### src/rtl/net_arb_pkg.sv
// Shared defaults and helpers for the network output arbiter.
package net_arb_pkg;

    localparam int unsigned c_default_msg_nbits   = 44;
    localparam int unsigned c_default_num_credits = 4;

    // Width of a counter that must hold 0..num_credits inclusive.
    function automatic int unsigned credit_cnt_nbits(input int unsigned num_credits);
        return $clog2(num_credits + 1);
    endfunction

endpackage

### src/rtl/net_output_arbiter_if.sv
// Request/response bundle of the network output arbiter.
// master: the arbiter itself; slave: the upstream sources plus downstream buffer.
interface net_output_arbiter_if
    import net_arb_pkg::*;
#(
    parameter int unsigned p_msg_nbits   = c_default_msg_nbits,
    parameter int unsigned p_num_reqs    = 3,
    parameter int unsigned p_num_credits = c_default_num_credits
) ();

    localparam int unsigned c_cnt_nbits = credit_cnt_nbits(p_num_credits);

    logic [p_msg_nbits-1:0] istream_msg [p_num_reqs];
    logic                   istream_val [p_num_reqs];
    logic                   istream_rdy [p_num_reqs];
    logic [p_msg_nbits-1:0] ostream_msg;
    logic                   ostream_val;
    logic                   credit_return;
    logic [c_cnt_nbits-1:0] credits;
    logic [p_num_reqs-1:0]  grant;
    logic                   credit_err;

    modport master (
        input  istream_msg, istream_val, credit_return,
        output istream_rdy, ostream_msg, ostream_val, credits, grant, credit_err
    );

    modport slave (
        output istream_msg, istream_val, credit_return,
        input  istream_rdy, ostream_msg, ostream_val, credits, grant, credit_err
    );

endinterface

### src/rtl/net_rr_arbiter.sv
// Round-robin priority select with a registered priority pointer.
// The pointer only advances when a grant is actually issued.
module net_rr_arbiter #(
    parameter int unsigned p_num_reqs = 3
) (
    input  logic                  clk,
    input  logic                  reset,
    input  logic [p_num_reqs-1:0] req,
    input  logic                  grant_en,
    output logic [p_num_reqs-1:0] grant
);

    localparam int unsigned c_idx_nbits = (p_num_reqs > 1) ? $clog2(p_num_reqs) : 1;

    logic [c_idx_nbits-1:0] ptr_q, ptr_d;
    logic [c_idx_nbits:0]   sum;
    logic [c_idx_nbits-1:0] idx;
    logic                   found;

    // Search from the pointer upward, wrapping modulo p_num_reqs; first requester wins.
    always_comb begin
        grant = '0;
        ptr_d = ptr_q;
        found = 1'b0;
        sum   = '0;
        idx   = '0;
        for (int unsigned k = 0; k < p_num_reqs; k++) begin
            sum = {1'b0, ptr_q} + (c_idx_nbits + 1)'(k);
            if (sum >= (c_idx_nbits + 1)'(p_num_reqs)) begin
                sum = sum - (c_idx_nbits + 1)'(p_num_reqs);
            end
            idx = sum[c_idx_nbits-1:0];
            if (!found && req[idx]) begin
                found = 1'b1;
                if (grant_en) begin
                    grant[idx] = 1'b1;
                    ptr_d = (idx == c_idx_nbits'(p_num_reqs - 1)) ? '0
                                                                  : idx + c_idx_nbits'(1);
                end
            end
        end
    end

    // Priority pointer register.
    always_ff @(posedge clk or negedge reset) begin
        if (!reset) begin
            ptr_q <= '0;
        end else begin
            ptr_q <= ptr_d;
        end
    end

endmodule

### src/rtl/net_output_arbiter.sv
// Credit-based round-robin output arbiter for a network port.
// Optional statistics counters are enabled by defining NET_OUTPUT_ARB_STATS_EN.
module net_output_arbiter
    import net_arb_pkg::*;
#(
    parameter int unsigned p_msg_nbits   = c_default_msg_nbits,
    parameter int unsigned p_num_reqs    = 3,
    parameter int unsigned p_num_credits = c_default_num_credits
) (
    input  logic                 clk,
    input  logic                 reset,
    net_output_arbiter_if.master bus
`ifdef NET_OUTPUT_ARB_STATS_EN
    ,
    output logic [15:0]          grant_count [p_num_reqs],
    output logic [15:0]          stall_count
`endif
);

    localparam int unsigned c_cnt_nbits = credit_cnt_nbits(p_num_credits);
    localparam logic [c_cnt_nbits-1:0] c_full = c_cnt_nbits'(p_num_credits);

    logic [p_num_reqs-1:0]  req_vec;
    logic [p_num_reqs-1:0]  grant_vec;
    logic                   any_req;
    logic                   has_credit;
    logic                   grant_en;
    logic                   send;
    logic [c_cnt_nbits-1:0] credits_q, credits_d;
    logic                   err_q, err_d;

    // Gather valids; grants are suppressed with no credit or while reset is held.
    always_comb begin
        req_vec = '0;
        for (int unsigned i = 0; i < p_num_reqs; i++) begin
            req_vec[i] = bus.istream_val[i];
        end
        any_req    = |req_vec;
        has_credit = (credits_q != '0);
        grant_en   = has_credit & reset;
        send       = grant_en & any_req;
    end

    net_rr_arbiter #(
        .p_num_reqs (p_num_reqs)
    ) u_rr_arbiter (
        .clk      (clk),
        .reset    (reset),
        .req      (req_vec),
        .grant_en (grant_en),
        .grant    (grant_vec)
    );

    // Zero-latency outputs: one-hot OR mux of the winner's message.
    always_comb begin
        bus.ostream_msg = '0;
        for (int unsigned i = 0; i < p_num_reqs; i++) begin
            bus.istream_rdy[i] = grant_vec[i];
            if (grant_vec[i]) begin
                bus.ostream_msg = bus.ostream_msg | bus.istream_msg[i];
            end
        end
        bus.ostream_val = send;
        bus.grant       = grant_vec;
        bus.credits     = credits_q;
        bus.credit_err  = err_q;
    end

    // Credit next-state: send and return cancel; a return at full saturates and flags.
    always_comb begin
        credits_d = credits_q;
        err_d     = err_q;
        case ({send, bus.credit_return})
            2'b10: credits_d = credits_q - c_cnt_nbits'(1);
            2'b01: begin
                if (credits_q == c_full) begin
                    err_d = 1'b1;
                end else begin
                    credits_d = credits_q + c_cnt_nbits'(1);
                end
            end
            default: ;
        endcase
    end

    // Credit counter and sticky overflow flag.
    always_ff @(posedge clk or negedge reset) begin
        if (!reset) begin
            credits_q <= c_full;
            err_q     <= 1'b0;
        end else begin
            credits_q <= credits_d;
            err_q     <= err_d;
        end
    end

`ifdef NET_OUTPUT_ARB_STATS_EN
    logic [15:0] gc_q [p_num_reqs];
    logic [15:0] stall_q;

    // Saturating per-requester grant counters and credit-stall counter.
    always_ff @(posedge clk or negedge reset) begin
        if (!reset) begin
            for (int unsigned i = 0; i < p_num_reqs; i++) begin
                gc_q[i] <= '0;
            end
            stall_q <= '0;
        end else begin
            for (int unsigned i = 0; i < p_num_reqs; i++) begin
                if (grant_vec[i] && (gc_q[i] != 16'hFFFF)) begin
                    gc_q[i] <= gc_q[i] + 16'd1;
                end
            end
            if (any_req && !has_credit && (stall_q != 16'hFFFF)) begin
                stall_q <= stall_q + 16'd1;
            end
        end
    end

    // Drive statistics ports from their registers.
    always_comb begin
        for (int unsigned i = 0; i < p_num_reqs; i++) begin
            grant_count[i] = gc_q[i];
        end
        stall_count = stall_q;
    end
`endif

endmodule

### src/flat_wrapper.sv
// flat-port wrapper written by rule: the top's interface ports become plain ports
module net_output_arbiter_flat import net_arb_pkg::*;
#(
    parameter int unsigned p_msg_nbits   = c_default_msg_nbits,
    parameter int unsigned p_num_reqs    = 3,
    parameter int unsigned p_num_credits = c_default_num_credits
)
  (clk, reset, bus_istream_msg, bus_istream_val, bus_credit_return, bus_istream_rdy, bus_ostream_msg, bus_ostream_val, bus_credits, bus_grant, bus_credit_err);
  net_output_arbiter_if #(.p_msg_nbits(p_msg_nbits), .p_num_reqs(p_num_reqs), .p_num_credits(p_num_credits)) bus_i ();
  input  logic clk;
  input  logic reset;
  input wire logic [$bits(bus_i.istream_msg)-1:0] bus_istream_msg;
  input wire logic [$bits(bus_i.istream_val)-1:0] bus_istream_val;
  input wire logic [$bits(bus_i.credit_return)-1:0] bus_credit_return;
  output wire logic [$bits(bus_i.istream_rdy)-1:0] bus_istream_rdy;
  output wire logic [$bits(bus_i.ostream_msg)-1:0] bus_ostream_msg;
  output wire logic [$bits(bus_i.ostream_val)-1:0] bus_ostream_val;
  output wire logic [$bits(bus_i.credits)-1:0] bus_credits;
  output wire logic [$bits(bus_i.grant)-1:0] bus_grant;
  output wire logic [$bits(bus_i.credit_err)-1:0] bus_credit_err;
  assign bus_i.istream_msg = {>>{bus_istream_msg}};
  assign bus_i.istream_val = {>>{bus_istream_val}};
  assign bus_i.credit_return = bus_credit_return;
  assign bus_istream_rdy = {>>{bus_i.istream_rdy}};
  assign bus_ostream_msg = bus_i.ostream_msg;
  assign bus_ostream_val = bus_i.ostream_val;
  assign bus_credits = bus_i.credits;
  assign bus_grant = bus_i.grant;
  assign bus_credit_err = bus_i.credit_err;
  net_output_arbiter #(.p_msg_nbits(p_msg_nbits), .p_num_reqs(p_num_reqs), .p_num_credits(p_num_credits)) u_core (.clk(clk), .reset(reset), .bus(bus_i));
endmodule
### config.mk
export PLATFORM = sky130hd
export DESIGN_NAME = net_output_arbiter_flat
export DESIGN_NICKNAME = d
export VERILOG_FILES = /design/src/rtl/net_arb_pkg.sv /design/src/rtl/net_output_arbiter_if.sv /design/src/rtl/net_rr_arbiter.sv /design/src/rtl/net_output_arbiter.sv /design/src/flat_wrapper.sv
export SDC_FILE = /design/constraint.sdc
export NUM_CORES = 1
export LEC_CHECK = 0
export CAP_MARGIN = 20
export CORE_MARGIN = 2
export CORE_UTILIZATION = 25
export DETAILED_ROUTE_END_ITERATION = 6
export GPL_ROUTABILITY_DRIVEN = 0
export GPL_TIMING_DRIVEN = 1
export PLACE_DENSITY = 0.87
export SLEW_MARGIN = 10
export SYNTH_ARGS = -nofsm -noshare
export SYNTH_HDL_FRONTEND = slang
export SYNTH_HIERARCHICAL = 1
export SYNTH_SLANG_ARGS = --single-unit
### constraint.sdc
create_clock -name clk -period 3.5 [get_ports clk]
set_input_delay 0.7 -clock clk [delete_from_list [all_inputs] [get_ports clk]]
set_output_delay 0.7 -clock clk [all_outputs]
set_load 0.01 [all_outputs]
**Word level (Yosys, flattened, before mapping)**

Cells that the tools add are included.

- Bits in registers: 6
- Input bits: 138
- Output and inout bits: 55
- Logic and storage cells: 84

- Add/subtract/negate cells: 10
- Magnitude comparators: 9
- Equal/unequal tests: 7
- Mux-type cells: 37
- Bitwise logic cells: 6
- Reduce and logical (&&, ||, !) cells: 12

Operator list:

| cell | number |
|---|---|
| 44-bit two-way mux | 3 |
| 44-bit bitwise OR | 2 |
| 2-bit two-way mux | 12 |
| 3-bit two-way mux | 7 |
| 2-bit by 3-bit < comparator with 1-bit output, second input constant | 3 |
| 2-bit == test, second input constant | 4 |
| 1-bit two-way mux | 8 |
| 2-bit by 1-bit adder with 2-bit output, second input constant | 3 |
| 1-bit binary-select mux with 2-bit select | 3 |
| 1-bit demux with 2-bit select | 3 |
| 2-bit by 1-bit greater-or-equal comparator with 1-bit output, second input constant | 3 |
| 3-bit by 2-bit greater-or-equal comparator with 1-bit output, second input constant | 2 |
| 3-bit bitwise OR | 2 |
| 3-bit case mux with 2 select lines | 1 |
| 2-bit subtractor, second input constant | 3 |
| 1-bit logical AND | 5 |
| 2-bit AND reduction | 2 |
| 2-bit by 1-bit adder with 3-bit output, second input constant | 1 |
| 2-bit by 2-bit adder with 3-bit output, second input constant | 1 |
| 3-bit by 1-bit adder with 3-bit output, second input constant | 1 |
| 3-bit == test, second input constant | 1 |
| 3-bit nonzero test | 1 |
| 3-bit OR reduction | 1 |
| 3-bit by 1-bit subtractor with 3-bit output, second input constant | 1 |
| other kinds (6) | 8 |

**Longest topological paths before layout**

- Depth after elaboration: 19
- Depth in mapped cells: 11

**Modules after synthesis**

The synthesis kept the hierarchy.

Modules (own cells, without submodules):

| module | instances | cells an instance | area each (sq um) | seq. area each (sq um) |
|---|---|---|---|---|
| net_output_arbiter | 1 | 139 | 992.2 | 101.3 |
| net_rr_arbiter | 1 | 47 | 397.9 | 50.0 |

**Worst setup path after synthesis**

No wires, ideal clock.

- Kind: flip-flop to output port
- Start point: register u_core.u_rr_arbiter.ptr_q[1]
- End point: output port bus_ostream_msg[10]
- Arrival time: 2481 ps
- Required time: 2800 ps
- Setup slack: 319 ps
- Stages on the path, launching flop included: 12
- Buffers on the path: 2
- Cells stage by stage: dfrtp_1 > inv_1 > ha_1 > mux2_4 > nor3_2 > o21bai_2 > a21oi_1 > a21oi_1 > buf_2 > clkbuf_1 > a222oi_1 > inv_1

- Elaborated cells on any way between the ends: 51

RTL lines:

| element | line | source |
|---|---|---|
| from (decl) | net_rr_arbiter.sv:15 | `logic [c_idx_nbits-1:0] ptr_q, ptr_d;` |
| from (signal assigned) | net_rr_arbiter.sv:49 | `ptr_q <= ptr_d;` |
| parallel branches: the longest is 13 deep, another holds 2-bit by 1-bit adder with 3-bit output | - |  |
| 3-bit two-way mux (*) | net_rr_arbiter.sv:33 | `if (!found && req[idx]) begin` |
| net bus_grant[1] | flat_wrapper.sv:19 | `output wire logic [$bits(bus_i.grant)-1:0] bus_grant;` |
| 44-bit two-way mux (*) | net_output_arbiter.sv:59 | `if (grant_vec[i]) begin` |
| 44-bit bitwise OR | net_output_arbiter.sv:60 | `bus.ostream_msg = bus.ostream_msg \| bus.istream_msg[i];` |
| 44-bit two-way mux (*) | net_output_arbiter.sv:59 |  |
| to (decl) | flat_wrapper.sv:16 | `output wire logic [$bits(bus_i.ostream_msg)-1:0] bus_ostream_msg;` |

Mark *: on every way through the listed nets, which the timed path passes. The select of a mux whose other input is x is not followed.

**Worst setup path after layout**

- Start point: register u_core.u_rr_arbiter.ptr_q[0]
- End point: output port bus_ostream_msg[23]

- Word-level cells in the longest chain between the ends: 19
- Elaborated cells on any way between the ends: 51

Ends and longest elaborated chain:

| element | line |
|---|---|
| parallel branches: the longest is 13 deep, another holds 2-bit by 1-bit adder with 3-bit output | - |
| 3-bit two-way mux (*) | net_rr_arbiter.sv:33 |
| 44-bit two-way mux | net_output_arbiter.sv:59 |
| 44-bit bitwise OR | net_output_arbiter.sv:60 |
| 44-bit two-way mux | net_output_arbiter.sv:59 |
| 44-bit bitwise OR | net_output_arbiter.sv:60 |
| 44-bit two-way mux (*) | net_output_arbiter.sv:59 |

Every way passes the cells marked *. The select of a mux whose other input is x is not followed.

==> impl_metrics.json <==
{
  "drive_gt1_frac": 0.284,
  "status": "finished with violations",
  "grt_util_all_layers": 0.270,
  "cp_common_cell": "buf_6",
  "final_cells": 477,
  "min_period_ns": 3.55,
  "synth-seq-cells": 6,
  "die_h_um": 78.6,
  "final-setup-viol-count": 1,
  "dr_wl_met3_um": 980,
  "viasPerCell": 5.39,
  "io_buffer_count": 192,
  "grt-ovfl-total": 0,
  "whs_ns": 0.504,
  "required_ns": 2.80,
  "power.leakage_nw": 1.85,
  "fill_cells": 449,
  "p_per_area_nw_per_um2": 658,
  "critical_path.cell_chain": "buf_6, ha_4, or2b_1, a31oi_4, buf_6, o21bai_4, and3_4, a22o_4, buf_12, a222oi_1, inv_1, buf_2",
  "layout_commonest_cell": "clkdlybuf4s50_1",
  "cp-end-kind": "output pin",
  "seq_area_frac_synth": 0.109,
  "grt_max_degree": 21,
  "synthFlopType": "dfrtp_1",
  "total_power_mw": 2.42,
  "crit_family": "compound AO/OA/AOI/OAI gates",
  "ir_drop_mv": 0.340,
  "core_area_sq_um": 5440,
  "cp_slowest_cell": "dfrtp_1",
  "relSlewSlack": 0.720,
  "routed_wl_um": 8830,
  "violations": "setup timing",
  "skew_ns": 0.00570,
  "dieArea_sq_um": 6170,
  "h-tree-depth": 1,
  "met2_length_um": 4670,
  "root_buffer": "clkbuf_8",
  "final_nets": 549,
  "clkTransAtPathRegs_ns": 0.04,
  "antenna_found_initial": 0,
  "areaGrowthSynthToFinish_pct": 165,
  "rows": 27,
  "max_clock_freq_ghz": 0.282,
  "synth_cells": 186,
  "cts-buffers-inserted": 3,
  "avgSynthCellArea_sq_um": 7.47,
  "finish.utilization": 0.676,
  "crit_buf_inv": 5,
  "vias": 2572,
  "setup_slack_ns": -0.0463,
  "min_period_over_period": 1.01,
  "netlist-cell-type-count": 48,
  "cp_slowest_stage_delay_ns": 0.41,
  "dr.pass1.iters": 5,
  "insertion_delay_ns": 0.22,
  "setup_tns_ns": -0.0463,
  "cp_max_fo": 8,
  "drt-initial-drc-count": 229,
  "hold_buffers": 0,
  "ios": 193,
  "die-width_um": 78.6,
  "grt_setup_unrepaired": "true",
  "yosysWarnings": 6,
  "netlist_area_sq_um": 1390,
  "wl_per_cell_um": 18.5,
  "final_hold_viol_count": 0,
  "min_path_type": "reg2reg",
  "cts_tree": "done",
  "crit_type": "reg2out",
  "final_cell_mix": "clkdlybuf4s50_1 (141), inv_1 (49), a222oi_1 (44), clkbuf_2 (34), buf_4 (31)",
  "hpwl_um": 6980,
  "cts_max_path_buffers": 2,
  "ant_nets": 0,
  "diodes": 0,
  "worst_slew_pin_slew_ns": 0.419,
  "routed.top_layer": "met4",
  "drcViolationCount": 0,
  "syn_nets": 329,
  "async_reset_ff_frac": 1.00,
  "slew_violations": 0,
  "grt_pass1_vias": 2604,
  "start_util": 0.256,
  "maxCapViolCount": 0,
  "placed_cells": 462,
  "grt_pass1_wl_um": 13100,
  "critPathArrivalTime_ns": 2.85,
  "wl_met1_um": 2980,
  "startpoint_type": "flip-flop",
  "clock_sinks": 6,
  "synth_edf_count": 0
}
-- metrics by stage --
stage / area (sq um) / setup slack [ns]
after global placement: 3610 / -0.578
after detailed placement: 3610 / -0.672
after floorplan: 1390 / 0.319
final: 3680 / -0.0463
after global routing: 3680 / -0.169
after CTS: 3750 / -0.0296
-- final timing paths --
check	startpoint	to	slack, ns	depth (start not counted)
max in group asynchronous	reset	u_core/bus.credits[2]$_DFFE_PN1P_	2.50	2
max reg2reg	u_core/bus.credits[1]$_DFFE_PN0P_	u_core/bus.credits[2]$_DFFE_PN1P_	1.00	8
max	u_core/u_rr_arbiter/ptr_q[0]$_DFF_PN0_	bus_ostream_msg[23]	-0.05	12
min reg2reg	u_core/bus.credit_err$_DFFE_PN0P_	u_core/bus.credit_err$_DFFE_PN0P_	0.50	1
min in group asynchronous	reset	u_core/u_rr_arbiter/ptr_q[1]$_DFF_PN0_	0.79	2
min	u_core/bus.credit_err$_DFFE_PN0P_	u_core/bus.credit_err$_DFFE_PN0P_	0.50	1
-- flip-flops by register name, summed over array words and instances, names as in the netlist --
signal,cells
u_core/bus.credit_err,1
u_core/bus.credits,3
u_core/u_rr_arbiter/ptr_q,2
-- area by class of cell --
class                           count  area, sq um  share of cell area
Clock buffer                        4         45.0              0.0122
Multi-Input combinational cell    110         1050               0.286
Sequential cell                     6          151              0.0412
Tap cell                           72         90.1              0.0245
Inverter                           51          191              0.0520
Timing Repair Buffer              234         2150               0.584
-- timing repair --
item                                    4_1_cts  5_1_grt
endpoints found under the setup margin       50       50
pin swaps                                    19       31
gates cloned                                  2        0
gates resized for setup                      94       80
setup buffers                                 3        6
-- power breakdown --
group          total, mW  switching [mW]  internal [mW]
registers          0.163          0.0550          0.108
clock network      0.107          0.0292         0.0783
logic               2.15            1.05           1.11
total               2.42            1.13           1.29
-- synthesized netlist by cell type (2+ instances only) --
library cell / number / area share
inv_1: 51 / 0.14
a222oi_1: 44 / 0.32
buf_2: 8 / 0.029
clkbuf_1: 8 / 0.022
a21oi_1: 5 / 0.018
dfrtp_1: 5 / 0.090
nand2_1: 5 / 0.014
ha_1: 4 / 0.036
nand3_1: 4 / 0.014
o21ai_0: 4 / 0.014
buf_4: 3 / 0.016
o21ai_1: 3 / 0.011
a31oi_1: 2 / 0.0090
nand2b_1: 2 / 0.0090
nor2_1: 2 / 0.0054
o221ai_1: 2 / 0.013
o31a_1: 2 / 0.013
o31ai_2: 2 / 0.018
-- worst register-to-register path, delay by kind of cell, from the launching register on --
kind                       cells  cell delay (ns)
AOI/OAI and AO/OA              4             0.81
and+or+nand+nor                2             0.53
DFF                            1             0.46
adders and majority gates      1             0.43
buffers and inverters          1             0.19
-- per-layer routing --
layer,vias up,track usage
li1,1184,-
met2,155,0.525
met4,0,0.0860
met5,-,0
met1,1217,0.270
met3,16,0.0828
-- kinds of logic after synthesis --
| logic type | Yosys count | synth area share |
|---|---|---|
| compound gates | 78 | 0.504 |
| buf+inv | 70 | 0.204 |
| simple gates | 24 | 0.108 |
| flops | 6 | 0.109 |
| fa+ha+maj | 5 | 0.0504 |
| mux | 2 | 0.0180 |
| xor+xnor | 1 | 0.00630 |
Power figures use the tool's default switching activity.
